## src/rtl/oam_dma_arbiter_pkg.sv

```systemverilog
// Shared definitions for the OAM DMA arbiter: sequencer states, fixed addresses
// and the four-phase bus cycle numbering also used by the CPU bus FSM.
package oam_dma_arbiter_pkg;

    typedef enum logic [1:0] {
        IDLE  = 2'd0,
        START = 2'd1,
        READ  = 2'd2,
        WRITE = 2'd3
    } dma_state_t;

    localparam logic [15:0] ADDR_DMA = 16'hFF46;
    localparam logic [15:0] ADDR_OAM = 16'hFE00;
    localparam int          OAM_LEN  = 160;

    localparam logic [1:0] PH_T1 = 2'd0;
    localparam logic [1:0] PH_T2 = 2'd1;
    localparam logic [1:0] PH_T3 = 2'd2;
    localparam logic [1:0] PH_T4 = 2'd3;

    typedef struct packed {
        logic [15:0] a;
        logic [7:0]  dout;
        logic        rd;
        logic        wr;
    } bus_req_t;

endpackage

```

## src/rtl/oam_dma_arbiter_dma_seq.sv

```systemverilog
// OAM DMA sequencer: walks the source page byte by byte, one read cycle and one
// write cycle per byte, and presents the resulting bus request to the arbiter.
module dma_seq
    import oam_dma_arbiter_pkg::*;
#(
    parameter logic [15:0] DST_BASE = ADDR_OAM,
    parameter int          LEN      = OAM_LEN
) (
    input  logic       clk,
    input  logic       rst_n,
    input  logic       trigger,
    input  logic [7:0] trigger_src,
    input  logic [7:0] bus_din,
    output logic [7:0] src,
    output logic       busy,
    output logic       active,
    output bus_req_t   req
);

    localparam logic [7:0] LAST_IDX = 8'(LEN - 1);

    dma_state_t state, state_next;
    logic [1:0] ph;
    logic [7:0] idx;
    logic [7:0] data_buf;

    assign busy = (state != IDLE);

    // A trigger restarts the copy from any state, including mid-transfer.
    always_comb begin
        state_next = state;
        if (trigger) begin
            state_next = START;
        end else if (ph == PH_T4) begin
            case (state)
                START:   state_next = READ;
                READ:    state_next = WRITE;
                WRITE:   state_next = (idx == LAST_IDX) ? IDLE : READ;
                default: state_next = state;
            endcase
        end
    end

    always_ff @(posedge clk) begin
        if (!rst_n) begin
            state    <= IDLE;
            ph       <= PH_T1;
            idx      <= 8'h00;
            src      <= 8'h00;
            data_buf <= 8'h00;
            active   <= 1'b0;
        end else begin
            state  <= state_next;
            active <= (state_next != IDLE);
            if (trigger) begin
                src <= trigger_src;
                idx <= 8'h00;
                ph  <= PH_T1;
            end else if (state != IDLE) begin
                ph <= ph + 2'd1;
                if (state == READ && ph == PH_T4) begin
                    data_buf <= bus_din;
                end
                if (state == WRITE && ph == PH_T4 && idx != LAST_IDX) begin
                    idx <= idx + 8'd1;
                end
            end
        end
    end

    // Strobes are masked during reset so an interrupted write never reaches OAM.
    always_comb begin
        req = '0;
        case (state)
            START: begin
                req.a = {src, idx};
            end
            READ: begin
                req.a  = {src, idx};
                req.rd = (ph != PH_T4);
            end
            WRITE: begin
                req.a    = DST_BASE + {8'h00, idx};
                req.dout = data_buf;
                req.wr   = (ph == PH_T4);
            end
            default: begin
                req = '0;
            end
        endcase
        if (!rst_n) begin
            req.rd = 1'b0;
            req.wr = 1'b0;
        end
    end

endmodule

```

## src/rtl/oam_dma_arbiter.sv

```systemverilog
// CPU/DMA bus arbiter: passes CPU cycles through when idle, hands the bus to the
// OAM DMA sequencer while a copy runs, and decodes the DMA source register.
module oam_dma_arbiter
    import oam_dma_arbiter_pkg::*;
#(
    parameter logic [15:0] DMA_REG_ADDR = ADDR_DMA,
    parameter logic [15:0] DMA_DST_BASE = ADDR_OAM,
    parameter int          DMA_LEN      = OAM_LEN
) (
    input  logic        clk,
    input  logic        rst_n,
    input  logic [15:0] cpu_a,
    input  logic [7:0]  cpu_dout,
    input  logic        cpu_rd,
    input  logic        cpu_wr,
    output logic [7:0]  cpu_din,
    output logic [15:0] bus_a,
    output logic [7:0]  bus_dout,
    input  logic [7:0]  bus_din,
    output logic        bus_rd,
    output logic        bus_wr,
    output logic        dma_active
);

    logic     cpu_wr_q;
    logic     dma_hit;
    logic     trigger;
    logic     busy;
    logic [7:0] src;
    bus_req_t req;

    assign dma_hit = (cpu_a == DMA_REG_ADDR);
    assign trigger = cpu_wr && dma_hit && !cpu_wr_q;

    // Edge detect so a write strobe held over several clocks starts one copy.
    always_ff @(posedge clk) begin
        if (!rst_n) begin
            cpu_wr_q <= 1'b0;
        end else begin
            cpu_wr_q <= cpu_wr;
        end
    end

    dma_seq #(
        .DST_BASE (DMA_DST_BASE),
        .LEN      (DMA_LEN)
    ) u_dma_seq (
        .clk         (clk),
        .rst_n       (rst_n),
        .trigger     (trigger),
        .trigger_src (cpu_dout),
        .bus_din     (bus_din),
        .src         (src),
        .busy        (busy),
        .active      (dma_active),
        .req         (req)
    );

    // The DMA register is local: its accesses never appear on the system bus.
    always_comb begin
        bus_a    = cpu_a;
        bus_dout = cpu_dout;
        bus_rd   = cpu_rd && !dma_hit;
        bus_wr   = cpu_wr && !dma_hit;
        cpu_din  = bus_din;
        if (busy) begin
            bus_a    = req.a;
            bus_dout = req.dout;
            bus_rd   = req.rd;
            bus_wr   = req.wr;
            cpu_din  = 8'hFF;
        end
        if (dma_hit && cpu_rd) begin
            cpu_din = src;
        end
    end

endmodule

```

## config.mk

```make
export PLATFORM = sky130hd
export DESIGN_NAME = oam_dma_arbiter
export DESIGN_NICKNAME = d
export VERILOG_FILES = /design/src/rtl/oam_dma_arbiter_pkg.sv /design/src/rtl/oam_dma_arbiter_dma_seq.sv /design/src/rtl/oam_dma_arbiter.sv
export SDC_FILE = /design/constraint.sdc
export NUM_CORES = 1
export LEC_CHECK = 0
export ABC_CLOCK_PERIOD_IN_PS = 2350
export CAP_MARGIN = 15
export CORE_ASPECT_RATIO = 0.7
export CORE_MARGIN = 2
export CORE_UTILIZATION = 60
export CTS_CLUSTER_DIAMETER = 100
export DETAILED_ROUTE_END_ITERATION = 16
export DONT_BUFFER_PORTS = 1
export PLACE_DENSITY_LB_ADDON = 0.3
export SYNTH_ARGS = -nofsm -noshare
export SYNTH_HDL_FRONTEND = slang
export SYNTH_SLANG_ARGS = --single-unit
```

## constraint.sdc

```tcl
create_clock -name clk -period 2.35 [get_ports clk]
set_input_delay 0.235 -clock clk [delete_from_list [all_inputs] [get_ports clk]]
set_output_delay 0.235 -clock clk [all_outputs]
set_load 0.005 [all_outputs]
```

==> impl_results.md, run 1 <==
* Status: completed
* Final hold violation count at 0
* Antenna viol nets, final at 0
* CP max-delay cell: ha_2
* Peak supply drop at 0.352 mV
* Total gr overflow at 0
* Final core utilization at 65.9%
* CTS Hold Buffers Added at 0
* Max Freq at 464 MHz
* CP Cell Sequence: inv_1 -> ha_2 -> buf_6 -> nand2b_1 -> mux2_1
* Fraction of layout cells with a size suffix above 1 at 8.89%
* Initial antenna violation count at 0
* Data required, critical path at 2.12 ns
* Worst-path clk slew at 0.06 ns
* Maxcap violations at 0
* Initial Utilization at 64.4%
* Crit path DAT at 1.92 ns
* Io pins at 71
* Vias at 2045
* Clock Sinks at 30
* FF+latch count, synth at 30
* Root Driver: clkbuf_8
* Worst-Margin Slew at 0.409 ns
* Gate Count Post-Synth at 283
* CTS Buffer Depth at 2
* Placer congestion estimate at 0.869
* GR Util All Layers at 27.3%
* Pwr dens at 452 nW/um2
* Setup TNS at 0 ns
* Dpl hpwl at 3.87 mm
* Vias in the first global route at 1770
* Wire per inst at 16.6 um
* Cell Area, Synth at 2080 um2
* DRT Pass-1 Iters at 5
* Layout Nets at 312
* Max-slew headroom at 72.8%
* Die area at 3970 um2
* Worst skew pair latency at 0.28 ns
* DIE HEIGHT at 53.3 um
* Final Max Slew Viols at 0
* ANT cells at 0
* Routed WL at 5.25 mm
* Detailed Route Iter0 Violations at 112
* Vias per cell at 6.45
* Yosys Warn Count at 0
* CP endpoint kind: output pin
* Fill cells at 295
* Port buffer count at 0
* Final setup viols at 0
* Mapped Avg Cell Area at 7.36 um2
* P&R area growth vs syn at 2.22%
* H-tree Lvls at 2
* CP max FO at 43
* Hold WC Path Type: primary input to register
* Tcrit/Tclk final at 91.7%
* Yosys cell types at 41
* Core box area at 3230 um2
* Static Leakage at 0.745 nW
* First-pass GRT wire length at 8.14 mm
* Drt drc at 0
* Std-Cell Rows at 17
* CTS buffer count at 5
* Syn nets at 325
* Critical Path Source Type: register
* Largest net degree at the start of global routing at 44
* Kind of critical path: register to output pin
* Final Skew at 0.00320 ns
* CTS tree: yes
* Unrepaired setup endpoints after global routing: no
* Clock period minus worst slack at 2.16 ns
* Die Wd at 74.4 um
* Postcts setup bufs at 0
* Sequential-to-total area share from yosys stat at 28.8%
* Slowest Stage Delay on Critical Path at 0.45 ns
-- kinds of logic (layout without fill, tap and decap cells) --
| family | count (synthesis) | in the layout | synth area share [%] |
|---|---|---|---|
| multiplexers | 11 | 11 | 5.77 |
| AND/OR/NAND/NOR | 122 | 122 | 30.1 |
| buffers and inverters | 30 | 17 | 7.45 |
| XOR/XNOR | 6 | 6 | 2.52 |
| AO/OA/AOI/OAI | 78 | 78 | 21.7 |
| flip-flops | 30 | 30 | 28.8 |
| adder cells (fa/ha/maj) | 6 | 6 | 3.60 |
-- synth_stat cells --
library cell,instances,area share (%)
inv_1,4,0.72
o311ai_0,8,3.4
nand4_1,12,3.6
nor4_4,1,1.0
nand3_1,10,2.4
nand2_2,1,0.30
or3_1,2,0.60
a211oi_1,1,0.36
or2_2,1,0.30
buf_6,4,2.2
nand2b_1,9,2.7
xor2_1,3,1.3
nor4bb_1,1,0.48
and3_1,2,0.60
o21ai_0,33,7.9
dfxtp_1,30,29
mux2i_1,3,1.4
clkbuf_1,19,3.4
mux2_1,3,1.6
mux2_2,5,2.7
nor3_1,8,1.9
nand3b_1,2,0.72
nand2_1,56,10
nor2_1,8,1.4
and3b_1,1,0.42
o21ai_4,1,0.78
xnor2_1,3,1.3
and2_1,1,0.30
or4_1,2,0.72
a21oi_1,21,5.0
nand4b_1,1,0.42
a31oi_1,11,3.3
ha_1,6,3.6
nand4bb_2,1,0.78
or4b_4,1,0.66
nor2b_1,1,0.30
o22ai_1,2,0.60
o31ai_1,1,0.36
buf_2,2,0.48
clkbuf_8,1,0.66
nor2_2,1,0.30
-- cell type report --
class | count | area (um2) | area share (%)
Multi-Input combinational cell | 223 | 1330 | 62.5
Tap cell | 47 | 58.8 | 2.76
Sequential cell | 30 | 601 | 28.2
Inverter | 4 | 15.0 | 0.705
Clock buffer | 7 | 76.3 | 3.58
Timing Repair Buffer | 6 | 48.8 | 2.29
-- placed cells by master (no fill, tap or decap), drive strengths merged, types with 2 or more instances in the layout --
cell,n
nor3,8
o311ai,8
ha,6
or4,2
a21oi,21
mux2,8
o21ai,34
nand2b,9
inv,4
nor2,9
xor2,3
nand3b,2
xnor2,3
a31oi,11
and3,2
clkbuf,7
buf,6
nand2,57
mux2i,3
nand3,10
or3,2
nand4,12
dfxtp,30
o22ai,2
-- path summary, 6_finish.rpt --
path                                    startpoint          endpoint  slack, ns  depth (start not counted)
worst max-delay path            u_dma_seq.state[0]        cpu_din[4]       0.19                          5
worst min-delay path                        cpu_wr          cpu_wr_q       0.08                          1
worst max register to register  u_dma_seq.state[1]  u_dma_seq.idx[5]       0.38                          6
worst min register to register    u_dma_seq.src[1]  u_dma_seq.src[1]       0.50                          2
-- power by group --
group	internal, mW	total (mW)	switching [mW]	leakage, nW
Combinational	0.0268	0.0708	0.0440	0.465
Sequential	0.510	0.510	0.000434	0.242
Clock	0.203	0.381	0.178	0.0383
Total	0.740	0.962	0.222	0.745
-- worst max-delay path, delay by kind of cell (launching register included) --
kind	cells	cell delay, ns
adder cells (fa/ha/maj)	1	0.45
flip-flops	1	0.33
AND/OR/NAND/NOR	1	0.08
multiplexers	1	0.32
buffers and inverters	2	0.44
-- flip-flops by register name, summed over array words and instances (netlist names) --
| name | count |
|---|---|
| u_dma_seq.idx | 8 |
| u_dma_seq.state | 2 |
| u_dma_seq.ph | 2 |
| u_dma_seq.active | 1 |
| u_dma_seq.src | 8 |
| cpu_wr_q | 1 |
| u_dma_seq.data_buf | 8 |
-- metrics by stage --
step,std cells,setup WS [ns],power [mW],hold WS (ns),cell area [um2]
finish,317,0.194,0.962,0.0822,2130
global route,317,0.0644,0.998,0.0776,2130
CTS,317,0.0930,0.970,0.0789,2130
detailed placement,310,0.307,0.592,0.370,2050
global placement,310,0.325,0.591,0.359,2050
floorplan,283,0.436,0.591,0.357,2080
-- per-layer routing --
metal	global-route usage, %	vias to the layer above	wire (um)
met5	0	-	0
met4	9.52	0	58
met3	11.2	8	599
met2	39.7	106	2200
met1	36.2	940	2400
li1	-	991	-
-- what timing repair did --
item / CTS / global route
hold endpoints to repair: 0 / 0
endpoints found under the setup margin: 0 / 3
resized for setup: 0 / 1
Note: power is estimated with default switching activity, not from simulation.
==> inputs of run 2 (changes only) <==
--- a/config.mk
+++ b/config.mk
@@ -11,6 +11,7 @@
 export CORE_MARGIN = 2
 export CORE_UTILIZATION = 60
 export CTS_CLUSTER_DIAMETER = 100
+export CTS_CLUSTER_SIZE = 14
 export DETAILED_ROUTE_END_ITERATION = 16
 export DONT_BUFFER_PORTS = 1
 export PLACE_DENSITY_LB_ADDON = 0.3
==> results of run 2 <==
Same layout as run 1: the final DEF is identical, and so are final timing and power.
==> inputs of run 3 (changes only) <==
--- a/config.mk
+++ b/config.mk
@@ -15,6 +15,7 @@
 export DETAILED_ROUTE_END_ITERATION = 16
 export DONT_BUFFER_PORTS = 1
 export PLACE_DENSITY_LB_ADDON = 0.3
+export SLEW_MARGIN = 40
 export SYNTH_ARGS = -nofsm -noshare
 export SYNTH_HDL_FRONTEND = slang
 export SYNTH_SLANG_ARGS = --single-unit
==> results of run 3 <==
Same layout as run 1: the final DEF is identical, and so are final timing and power.
